`src/rtl/line_option_fifo.sv`:
```
// Circular queue of pending line-solve jobs in front of the solver.
// Requeues take priority over loads; tracks a no-progress pass.
module line_option_fifo #(
  parameter int SIZE  = 4,
  parameter int DEPTH = 16
) (
  input  logic                     clk,
  input  logic                     rst,
  input  logic                     in_valid,
  output logic                     in_ready,
  input  logic                     in_row,
  input  logic [SIZE-1:0]          in_line,
  input  logic [SIZE-1:0]          in_option,
  input  logic [SIZE:0]            in_option_num,
  input  logic                     rq_valid,
  input  logic                     rq_row,
  input  logic [SIZE-1:0]          rq_line,
  input  logic [SIZE-1:0]          rq_option,
  input  logic [SIZE:0]            rq_option_num,
  input  logic                     ret_valid,
  output logic                     out_valid,
  input  logic                     out_ready,
  output logic                     out_row,
  output logic [SIZE-1:0]          out_line,
  output logic [SIZE-1:0]          out_option,
  output logic [SIZE:0]            out_option_num,
  output logic [$clog2(DEPTH):0]   count,
  output logic                     stuck,
  output logic                     overflow
);

  localparam int AW = $clog2(DEPTH);
  localparam int EW = 3*SIZE + 2;
  localparam logic [AW:0]   FULL    = (AW+1)'(DEPTH);
  localparam logic [AW:0]   CNT_ONE = (AW+1)'(1);
  localparam logic [AW-1:0] PTR_ONE = AW'(1);

  logic [EW-1:0] mem [DEPTH];
  logic [AW-1:0] wr_ptr;
  logic [AW-1:0] rd_ptr;
  logic [AW:0]   streak;
  logic [EW-1:0] wr_data;
  logic          full;
  logic          pop;
  logic          rq_acc;
  logic          ld_acc;
  logic          wr;

  assign full      = (count == FULL);
  assign out_valid = (count != '0);
  assign pop       = out_valid && out_ready;
  assign in_ready  = !rq_valid && !full;
  assign ld_acc    = in_valid && in_ready;
  // A full queue can still take a requeue when the head leaves this cycle
  assign rq_acc    = rq_valid && (!full || pop);
  assign wr        = rq_acc || ld_acc;
  assign stuck     = out_valid && (streak >= count);

  assign wr_data = rq_valid
    ? {rq_row, rq_line, rq_option, rq_option_num}
    : {in_row, in_line, in_option, in_option_num};

  assign {out_row, out_line, out_option, out_option_num} = mem[rd_ptr];

  always_ff @(posedge clk) begin
    if (rst) begin
      wr_ptr   <= '0;
      rd_ptr   <= '0;
      count    <= '0;
      streak   <= '0;
      overflow <= 1'b0;
    end else begin
      if (wr)
        wr_ptr <= wr_ptr + PTR_ONE;
      if (pop)
        rd_ptr <= rd_ptr + PTR_ONE;
      if (wr && !pop)
        count <= count + CNT_ONE;
      else if (!wr && pop)
        count <= count - CNT_ONE;
      if (rq_valid && !rq_acc)
        overflow <= 1'b1;
      if (ret_valid || ld_acc)
        streak <= '0;
      else if (rq_acc && (streak != FULL))
        streak <= streak + CNT_ONE;
    end
  end

  always_ff @(posedge clk) begin
    if (!rst && wr)
      mem[wr_ptr] <= wr_data;
  end

endmodule

```
`config.mk`:
```
export PLATFORM = sky130hd
export DESIGN_NAME = line_option_fifo
export DESIGN_NICKNAME = d
export VERILOG_FILES = /design/src/rtl/line_option_fifo.sv
export SDC_FILE = /design/constraint.sdc
export NUM_CORES = 1
export LEC_CHECK = 0
export ABC_AREA = 1
export CAP_MARGIN = 15
export CORE_MARGIN = 2
export CORE_UTILIZATION = 50
export DETAILED_ROUTE_END_ITERATION = 8
export DONT_BUFFER_PORTS = 1
export GPL_ROUTABILITY_DRIVEN = 0
export PLACE_DENSITY = 0.73
export SYNTH_ARGS = -nofsm -noshare
export SYNTH_HDL_FRONTEND = slang
export SYNTH_SLANG_ARGS = --single-unit
```
`constraint.sdc`:
```
create_clock -name clk -period 2.13 [get_ports clk]
set_clock_uncertainty 0.05 [all_clocks]
set_input_delay 0.213 -clock clk [delete_from_list [all_inputs] [get_ports clk]]
set_output_delay 0.213 -clock clk [all_outputs]
set_load 0.1 [all_outputs]
```
==> flow_summary.ini, run 1 <==
[place]
hpwlAfterDp_um = 15110
placed_cells = 1256
placed_cell_area_um2 = 11700
post-place-ws_ns = 0.1113
port_buffers = 0

[clock_tree]
worst_skew_pair.late_latency_ns = 0.52
clock-root-buffer = clkbuf_16
numCtsBuffers = 25
clock_sinks = 247
clock_tree.htree_level_count = 1
post_cts_clock_slew_at_the_launch_and_capture_registers_of_the_worst_setup_and_hold_paths_ns = 0.06
tritoncts_clock_tree = yes
clock_tree.buffer_depth = 3

[synth]
syn_inst = 968
synth-warning-count = 0
ys_ff_latch = 247
syn-num-nets = 1019
synth_cell_type_count = 29
synthesis.area_per_instance_um2 = 11.15
synth_area_um2 = 10800
seq_area_frac_synth = 0.6656

[global_route]
remaining_global_route_overflow = 0
initial_antenna_violation_count = 0
grt.busiest_layer = met2
grt_pass1_vias = 7127
grt_util_met1 = 0.3012
gr-usage-all-layers = 0.2278
first_pass_grt_wire_length_um = 38900
groute.layer.met2.usage = 0.3861
grt_use_met3 = 0.03584
grt_max_degree = 40

[timing]
max_clock_freq_ghz = 0.4388
worst-slew-pin-transition_ns = 0.6983
finalSetupViolations = 15
finalCritPeriodShare = 1.070
slew_viol_final = 0
setup_tns_ns = -1.222
timing.final.crit_period_ns = 2.279
whs_ns = 0.1715
maxSlewHeadroom = 0.5333
final_critical_path_setup_slack_ns = -0.1491
rsz0062_at_grt = true
hold_viol_final = 0

[floorplan]
die-area_um2 = 22790
core.rowCount = 53
floorplan.io_pins = 57
initial_core_util = 0.5120
fp.coreArea_um2 = 21090
die_height_um = 151.0
die_width_um = 151.0

[min_path]
timing.hold.worst.class = primary input to flip-flop

[critical_path]
biggest_cell_delay_along_the_critical_path_ns = 0.36
crit_path_end_kind = primary output
crit_slowest_cell = dfxtp_4
critical_path_peak_fanout = 3
critical_path.n_buffers_inverters = 4
path_cells = buf_12 -> inv_8 -> ha_4 -> nand2_4 -> inv_2 -> nand4_1 -> o211ai_1 -> o21a_2 -> buf_12
timing.critical_path.from_type = flip-flop
worst_endpoint_data_arrival_time_ns = 2.02
critPathRequiredTime_ns = 1.87
cp_top_family = buffers and inverters
critPathMostFrequentCell = buf_12
class_of_the_most_critical_setup_path = flip-flop to primary output

[routing]
postRouteAntennaNets = 0
via_count = 7448
routed_wirelength_um = 25730
route.detailed.wl_per_inst_um = 19.24
vias_per_cell = 5.571
first_pass_iters = 5
route.detailed.drc = 0
detailedRoute.firstIterationViolations = 636

[final_layout]
area.growth.synth_to_final_pct = 23.67
antenna_cells = 0
fin_util = 0.6333
num-nets-final = 1094
finalNonFillerCells = 1337
drive_above_1_share = 0.2232
layout.cell_area.non_filler_um2 = 13350
fillerInstances = 1509

[power]
power-per-cell-area_nw_per_um2 = 1230
power.total_mw = 16.42
peakVddDrop_uv = 1363
total_leakage_power_nw = 5.012

[outcome]
outcome = finished, violations left
violations = negative setup slack

[flow_run]
max_cap_viol_count = 0
## metal layers
| layer | wire (um) | up-vias | share of wire |
|---|---|---|---|
| met5 | 0 | - | 0 |
| li1 | - | 3506 | - |
| met4 | 777 | 0 | 0.030 |
| met1 | 10440 | 3601 | 0.41 |
| met3 | 1699 | 60 | 0.066 |
| met2 | 12820 | 281 | 0.50 |
## placed cells by master, fill, tap and decap left out, types with 23 or more instances in the layout
cell type  netlist  layout
o21ai_1          1      38
a21oi_1         74      42
a21oi_2          0      30
inv_1          140     134
o21ai_0         60      23
buf_12           0      27
nor2_1          38      37
clkbuf_16        0      28
edfxtp_1       224     224
o211ai_1        57      57
nand2_1        155     139
buf_4            0      54
nand3_1        100      80
## report_power, final
group	internal [mW]	total, mW	leakage, nW	switching, mW
logic	2.35	6.46	2.38	4.11
registers	5.50	5.63	2.22	0.131
clock network	2.56	4.33	0.407	1.76
total	10.4	16.4	5.01	6.01
## Yosys cell counts, drive strengths merged
cell type,count,area [um^2]
o211ai,57,427.9
o21a,1,7.510
xnor2,1,8.760
clkbuf,11,41.29
nand2,159,621.8
dfxtp,23,460.4
nand3,103,538.0
fa,1,20.02
xor2,5,43.79
edfxtp,224,6726
nor2,42,177.7
o21ai,61,305.3
nand4,7,58.81
ha,16,200.2
inv,143,536.8
buf,40,252.7
a21oi,74,370.4
## flip-flops by register name, indices dropped and copies added (netlist names), named ones only
name / count
streak: 5
count: 5
mem: 224
wr_ptr: 4
overflow: 1
rd_ptr: 4
## tightest hold or removal path, stage by stage
cell and delay [ns]:
inv_1 0.06, nand4_4 0.11, nand2_4 0.06, buf_4 0.13, nand2_1 0.05, a21oi_1 0.05
## timing repair
| item | in CTS | in global routing |
|---|---|---|
| endpoints found under the setup margin | 15 | 24 |
| buffers inserted | 12 | 14 |
| hold buffers | 6 | 0 |
| pin swaps | 33 | 40 |
| cloned | 3 | 1 |
| hold endpoints to repair | 23 | 0 |
| gates resized for setup | 98 | 54 |
## logic make-up after synthesis
logic type,share of synthesized area
flops,0.6656
compound gates,0.1029
xor+xnor,0.004867
fa+ha+maj,0.02039
buf+inv,0.07694
simple gates,0.1293
## cell type report
cell class                      count  area [um^2]  area share
Clock buffer                       35        745.7     0.05584
Clock inverter                     11        81.33    0.006090
Inverter                          143        555.5     0.04160
Multi-Input combinational cell    527         3187      0.2386
Sequential cell                   247         7213      0.5401
Tap cell                          275        344.1     0.02577
Timing Repair Buffer               99         1227     0.09191
## final timing paths
kind	start	to	slack, ns	cells after the start
hold / removal	out_ready	streak[2]	0.17	6
setup reg to reg	count[1]	count[3]	0.01	14
setup / recovery	count[3]	stuck	-0.15	9
hold reg to reg	rd_ptr[2]	rd_ptr[2]	0.44	2
Power figures use the tool's default switching activity.
==> inputs of run 2 (changes only) <==
--- a/config.mk
+++ b/config.mk
@@ -13,6 +13,7 @@
 export DONT_BUFFER_PORTS = 1
 export GPL_ROUTABILITY_DRIVEN = 0
 export PLACE_DENSITY = 0.73
+export SLEW_MARGIN = 20
 export SYNTH_ARGS = -nofsm -noshare
 export SYNTH_HDL_FRONTEND = slang
 export SYNTH_SLANG_ARGS = --single-unit
==> results of run 2 <==
The final DEF is identical to that of run 1; final timing and power are the same.
